`config.mk`:
```
export PLATFORM = sky130hd
export DESIGN_NAME = ascon_perm_ctrl_flat
export DESIGN_NICKNAME = d
export VERILOG_FILES = /design/src/rtl/ascon_perm_ctrl_if.sv /design/src/rtl/ascon_perm_ctrl.sv /design/src/flat_wrapper.sv
export SDC_FILE = /design/constraint.sdc
export NUM_CORES = 1
export LEC_CHECK = 0
export ABC_CLOCK_PERIOD_IN_PS = 1620
export CAP_MARGIN = 25
export CORE_AREA = 2 2 39 41
export CTS_BUF_LIST = sky130_fd_sc_hd__clkbuf_4 sky130_fd_sc_hd__clkbuf_8
export CTS_CLUSTER_DIAMETER = 30
export DETAILED_ROUTE_END_ITERATION = 10
export DIE_AREA = 0 0 41 43
export PLACE_DENSITY = 0.7
export SYNTH_ARGS = -nofsm -noshare
export SYNTH_HDL_FRONTEND = slang
export SYNTH_SLANG_ARGS = --single-unit
```
`constraint.sdc`:
```
create_clock -name clock_i -period 1.62 [get_ports clock_i]
set_input_delay 0.324 -clock clock_i [delete_from_list [all_inputs] [get_ports clock_i]]
set_output_delay 0.324 -clock clock_i [all_outputs]
set_load 0.01 [all_outputs]
```
`src/rtl/ascon_perm_ctrl_if.sv`:
```
// Handshake and datapath-control bundle between the ASCON round sequencer
// and whatever drives it. The master side issues requests; the slave side
// (the sequencer) returns the datapath controls and status.
interface ascon_perm_ctrl_if;
  logic       start_i;
  logic       mode_i;
  logic       stall_i;
  logic       abort_i;
  logic       sel_o;
  logic [3:0] round_o;
  logic       en_o;
  logic       busy_o;
  logic       done_o;

  modport master (
    output start_i, mode_i, stall_i, abort_i,
    input  sel_o, round_o, en_o, busy_o, done_o
  );

  modport slave (
    input  start_i, mode_i, stall_i, abort_i,
    output sel_o, round_o, en_o, busy_o, done_o
  );
endinterface

```
`src/rtl/ascon_perm_ctrl.sv`:
```
// Moore sequencer for the iterated ASCON round datapath. Walks the round
// counter from 0 (p12) or 6 (p6) up to 11, steering the input mux, the
// round-constant index and the state-register enable. Everything except
// en_o is decoded from the state and counter registers; en_o also looks at
// stall/abort so a frozen or cancelled round never writes the state.
module ascon_perm_ctrl (
  input  logic                clock_i,
  input  logic                resetb_i,
  ascon_perm_ctrl_if.slave    bus
);

  typedef enum logic [1:0] {
    IDLE  = 2'd0,
    FIRST = 2'd1,
    RUN   = 2'd2,
    DONE  = 2'd3
  } state_t;

  localparam logic [3:0] LAST_ROUND = 4'd11;
  localparam logic [3:0] P6_ROUND   = 4'd6;

  state_t     state_q, state_d;
  logic [3:0] round_q, round_d;

  // State and round counter registers, cleared asynchronously.
  always_ff @(posedge clock_i or negedge resetb_i) begin
    if (!resetb_i) begin
      state_q <= IDLE;
      round_q <= 4'd0;
    end else begin
      state_q <= state_d;
      round_q <= round_d;
    end
  end

  // Next-state and counter update; abort beats stall, DONE always retires.
  always_comb begin
    state_d = state_q;
    round_d = round_q;
    case (state_q)
      IDLE: begin
        if (bus.start_i && !bus.abort_i) begin
          state_d = FIRST;
          round_d = bus.mode_i ? P6_ROUND : 4'd0;
        end
      end
      FIRST: begin
        if (bus.abort_i) begin
          state_d = IDLE;
          round_d = 4'd0;
        end else if (!bus.stall_i) begin
          state_d = RUN;
          round_d = round_q + 4'd1;
        end
      end
      RUN: begin
        if (bus.abort_i) begin
          state_d = IDLE;
          round_d = 4'd0;
        end else if (!bus.stall_i) begin
          // Counter parks at the last round; it never wraps past 11.
          if (round_q == LAST_ROUND) begin
            state_d = DONE;
          end else begin
            round_d = round_q + 4'd1;
          end
        end
      end
      DONE: begin
        state_d = IDLE;
        round_d = 4'd0;
      end
      default: begin
        state_d = IDLE;
        round_d = 4'd0;
      end
    endcase
  end

  // Output decode; the counter still holds 11 while in DONE.
  always_comb begin
    bus.sel_o   = (state_q == RUN) || (state_q == DONE);
    bus.round_o = (state_q == IDLE) ? 4'd0 : round_q;
    bus.busy_o  = (state_q != IDLE);
    bus.done_o  = (state_q == DONE);
    bus.en_o    = ((state_q == FIRST) || (state_q == RUN)) &&
                  !bus.stall_i && !bus.abort_i;
  end

endmodule

```
`src/flat_wrapper.sv`:
```
// flat-port wrapper written by rule: the top's interface ports become plain ports
module ascon_perm_ctrl_flat 
  (clock_i, resetb_i, bus_start_i, bus_mode_i, bus_stall_i, bus_abort_i, bus_sel_o, bus_round_o, bus_en_o, bus_busy_o, bus_done_o);
  ascon_perm_ctrl_if bus_i ();
  input  logic clock_i;
  input  logic resetb_i;
  input wire logic [$bits(bus_i.start_i)-1:0] bus_start_i;
  input wire logic [$bits(bus_i.mode_i)-1:0] bus_mode_i;
  input wire logic [$bits(bus_i.stall_i)-1:0] bus_stall_i;
  input wire logic [$bits(bus_i.abort_i)-1:0] bus_abort_i;
  output wire logic [$bits(bus_i.sel_o)-1:0] bus_sel_o;
  output wire logic [$bits(bus_i.round_o)-1:0] bus_round_o;
  output wire logic [$bits(bus_i.en_o)-1:0] bus_en_o;
  output wire logic [$bits(bus_i.busy_o)-1:0] bus_busy_o;
  output wire logic [$bits(bus_i.done_o)-1:0] bus_done_o;
  assign bus_i.start_i = bus_start_i;
  assign bus_i.mode_i = bus_mode_i;
  assign bus_i.stall_i = bus_stall_i;
  assign bus_i.abort_i = bus_abort_i;
  assign bus_sel_o = bus_i.sel_o;
  assign bus_round_o = bus_i.round_o;
  assign bus_en_o = bus_i.en_o;
  assign bus_busy_o = bus_i.busy_o;
  assign bus_done_o = bus_i.done_o;
  ascon_perm_ctrl u_core (.clock_i(clock_i), .resetb_i(resetb_i), .bus(bus_i));
endmodule
```
==> results <==
[worst paths after layout]
kind | slack (ns) | end | cells after the start | from
worst max-delay path | -0.13 | u_core.state_q[0] | 9 | u_core.state_q[0]
worst min-delay path | 0.33 | u_core.round_q[1] | 1 | resetb_i
worst max register to register | -0.13 | u_core.state_q[0] | 9 | u_core.state_q[0]
worst min register to register | 0.53 | u_core.round_q[2] | 1 | u_core.round_q[2]
max in group asynchronous | 1.08 | u_core.state_q[1] | 1 | resetb_i
min in group clock_i | 0.53 | u_core.round_q[2] | 1 | u_core.round_q[2]
[flip-flops by register name, indices dropped and copies added (netlist names)]
register / count
u_core.state_q: 2
u_core.round_q: 4
[worst max-delay path, cell delays in order, from the launching register on]
cell       delay, ns
dfrtp_1         0.39
inv_2           0.10
buf_6           0.12
ha_4            0.12
buf_6           0.10
nor2_4          0.03
o32a_4          0.34
buf_6           0.13
a21boi_4        0.14
a2bb2oi_2       0.16
[area by class of cell]
| class | instances | area share |
|---|---|---|
| clock buffers | 3 | 0.0258 |
| flip-flops and latches | 6 | 0.172 |
| multi-input cells | 40 | 0.480 |
| repair buffers | 25 | 0.279 |
| inverters | 4 | 0.0201 |
| well taps | 16 | 0.0229 |
[report_power, final]
| part | internal (W) | switching [W] |
|---|---|---|
| combinational | 0.000725 | 0.000514 |
| clock | 0.0000833 | 0.0000461 |
| sequential | 0.000204 | 0.0000458 |
| total | 0.00101 | 0.000606 |
[timing repair]
item,CTS,global route
pin swaps,5,3
setup buffers,1,0
resized for setup,51,6
endpoints found under the setup margin,13,13
hold endpoints to repair,0,0
[stage by stage]
step                cells   util  worst slack (ns)  cell area (um^2)  power (W)
finish                 94  0.631            -0.128               873    0.00162
global route           94  0.631            -0.166               873    0.00173
CTS                    94  0.608            -0.126               841    0.00151
detailed placement     90  0.541            -0.378               748    0.00118
global placement       90  0.541            -0.353               748    0.00117
floorplan              51      -            0.0252               523   0.000773
[metal layers]
metal | routed length (um) | GRT usage | vias up | part of all wire
li1 | - | - | 235 | -
met1 | 515 | 0.197 | 226 | 0.44
met2 | 606 | 0.209 | 8 | 0.52
met3 | 45 | 0.0157 | 2 | 0.038
met4 | 6 | 0.100 | 0 | 0.0051
met5 | 0 | 0 | - | 0
[placed cells by master, fill, tap and decap left out, drive strengths merged]
| master | netlist | final |
|---|---|---|
| clkbuf | 0 | 3 |
| a2bb2oi | 1 | 1 |
| o31ai | 1 | 1 |
| nor3 | 2 | 2 |
| a22o | 1 | 1 |
| a221o | 1 | 1 |
| nand2 | 2 | 2 |
| a22oi | 1 | 1 |
| and4b | 1 | 1 |
| nor2b | 2 | 2 |
| dlygate4sd2 | 0 | 1 |
| mux2 | 2 | 2 |
| nor2 | 5 | 5 |
| buf | 1 | 19 |
| o32a | 1 | 1 |
| inv | 4 | 4 |
| dfrtp | 6 | 6 |
| nand3 | 2 | 2 |
| o21ai | 1 | 1 |
| or2 | 1 | 1 |
| a21boi | 1 | 1 |
| ha | 7 | 7 |
| and2b | 5 | 5 |
| clkdlybuf4s50 | 0 | 5 |
| o2bb2ai | 1 | 1 |
| mux2i | 1 | 1 |
| or2b | 1 | 1 |
[kinds of logic (layout without fill, tap and decap cells)]
family | after synthesis | after routing | synth area share
mux | 3 | 3 | 0.0625
buf+inv | 5 | 32 | 0.0433
simple gates | 21 | 21 | 0.248
compound gates | 9 | 9 | 0.190
fa+ha+maj | 7 | 7 | 0.168
flops | 6 | 6 | 0.288
==> flow_metrics.env <==
export IMPL_yosysWarnings=0
export IMPL_cts_hold_repair_buffers=0
export IMPL_cts_buffers=3
export IMPL_slew_viol_final=0
export IMPL_gp_congestion=0.703
export IMPL_setup_tns_ns=-0.918
export IMPL_cts_root_buffer="clkbuf_4"
export IMPL_areaGrowthSynthToFinish_pct=67.8
export IMPL_drt_total_wl_mm=1.17
export IMPL_vias=471
export IMPL_avgSynthCellArea_um2=10.2
export IMPL_cts_tree="built"
export IMPL_p_leak_nw=0.425
export IMPL_ios=14
export IMPL_fin_skew_ns=0.00141
export IMPL_critPathKind="flop to flop"
export IMPL_synth_edf_count=0
export IMPL_die_x_um=41
export IMPL_layout_setup_ws_ns=-0.128
export IMPL_drt_initial_drc_count=2
export IMPL_multi_input_area_um2=419
export IMPL_n_antenna_cell=0
export IMPL_die_area_um2=1760
export IMPL_grt_pass1_wl_mm=1.70
export IMPL_vdd_drop_max_v=0.000916
export IMPL_synthArstFlopShare=1.00
export IMPL_clk_latency_ns=0.24
export IMPL_setup_viol=11
export IMPL_portBuffers=13
export IMPL_drc=0
export IMPL_grt_pass1_vias=431
export IMPL_status="finished, violations left"
export IMPL_grt_max_degree=9
export IMPL_cap_violations=0
export IMPL_synth_area_um2=520
export IMPL_fmax_ghz=0.572
export IMPL_synthTopCellsByCount="ha_1 (7), dfrtp_1 (6), nor2_1 (5), and2b_2 (4), inv_1 (4)"
export IMPL_timing_hold_ws_ns=0.326
export IMPL_avgViaCountPerCell=5.01
export IMPL_synthCells=51
export IMPL_area_sequential_um2=150
export IMPL_synth_area_leader_cell="dfrtp_1"
export IMPL_rows=14
export IMPL_min_path_type="primary input to async pin"
export IMPL_yosysTopAreaCellShare=0.288
export IMPL_overflow=0
export IMPL_yosysMostFrequentCell="ha_1"
export IMPL_worstMarginPinSlew_ns=0.265
export IMPL_ant_nets=0
export IMPL_period_minus_slack_ns=1.75
export IMPL_pwr_density_cell_nw_per_um2=1850
export IMPL_max_slew_margin=0.823
export IMPL_rsz0062_at_grt="yes"
export IMPL_violations="negative setup slack"
export IMPL_grtUsageTotal=0.146
export IMPL_synthesis_nets=64
export IMPL_core_um2=1380
export IMPL_finalHoldViolations=0
export IMPL_critPathLaunchType="flop"
export IMPL_antenna_found_initial=0
export IMPL_yosys_register_bits=6
export IMPL_crit_arrival_ns=1.87
export IMPL_cp_required_ns=1.74
export IMPL_synth_cell_types=26
export IMPL_finalNetCount=93
export IMPL_drive_above_1_share=0.564
export IMPL_period_share=1.08
export IMPL_yosysSeqAreaShare=0.288
export IMPL_dp_hpwl_um=860
export IMPL_yosys_top_cells_area="dfrtp_1 (29%), ha_1 (17%), and2b_2 (6.7%)"
export IMPL_cts_buffer_depth=2
export IMPL_synth_ff_type="dfrtp_1"
export IMPL_clk_pin_slew_worst_paths_ns=0.04
export IMPL_start_util=0.376
export IMPL_crit_fanout=4
export IMPL_end_kind="flop"
export IMPL_clock_sinks=6
export IMPL_drt_pass1_iterations=2
export IMPL_h_tree_depth=1
export IMPL_n_fill_cell=113
export IMPL_wl_per_cell_um=12.5
export IMPL_die_h_um=43
No activity file was read; power rests on OpenSTA's default activity.
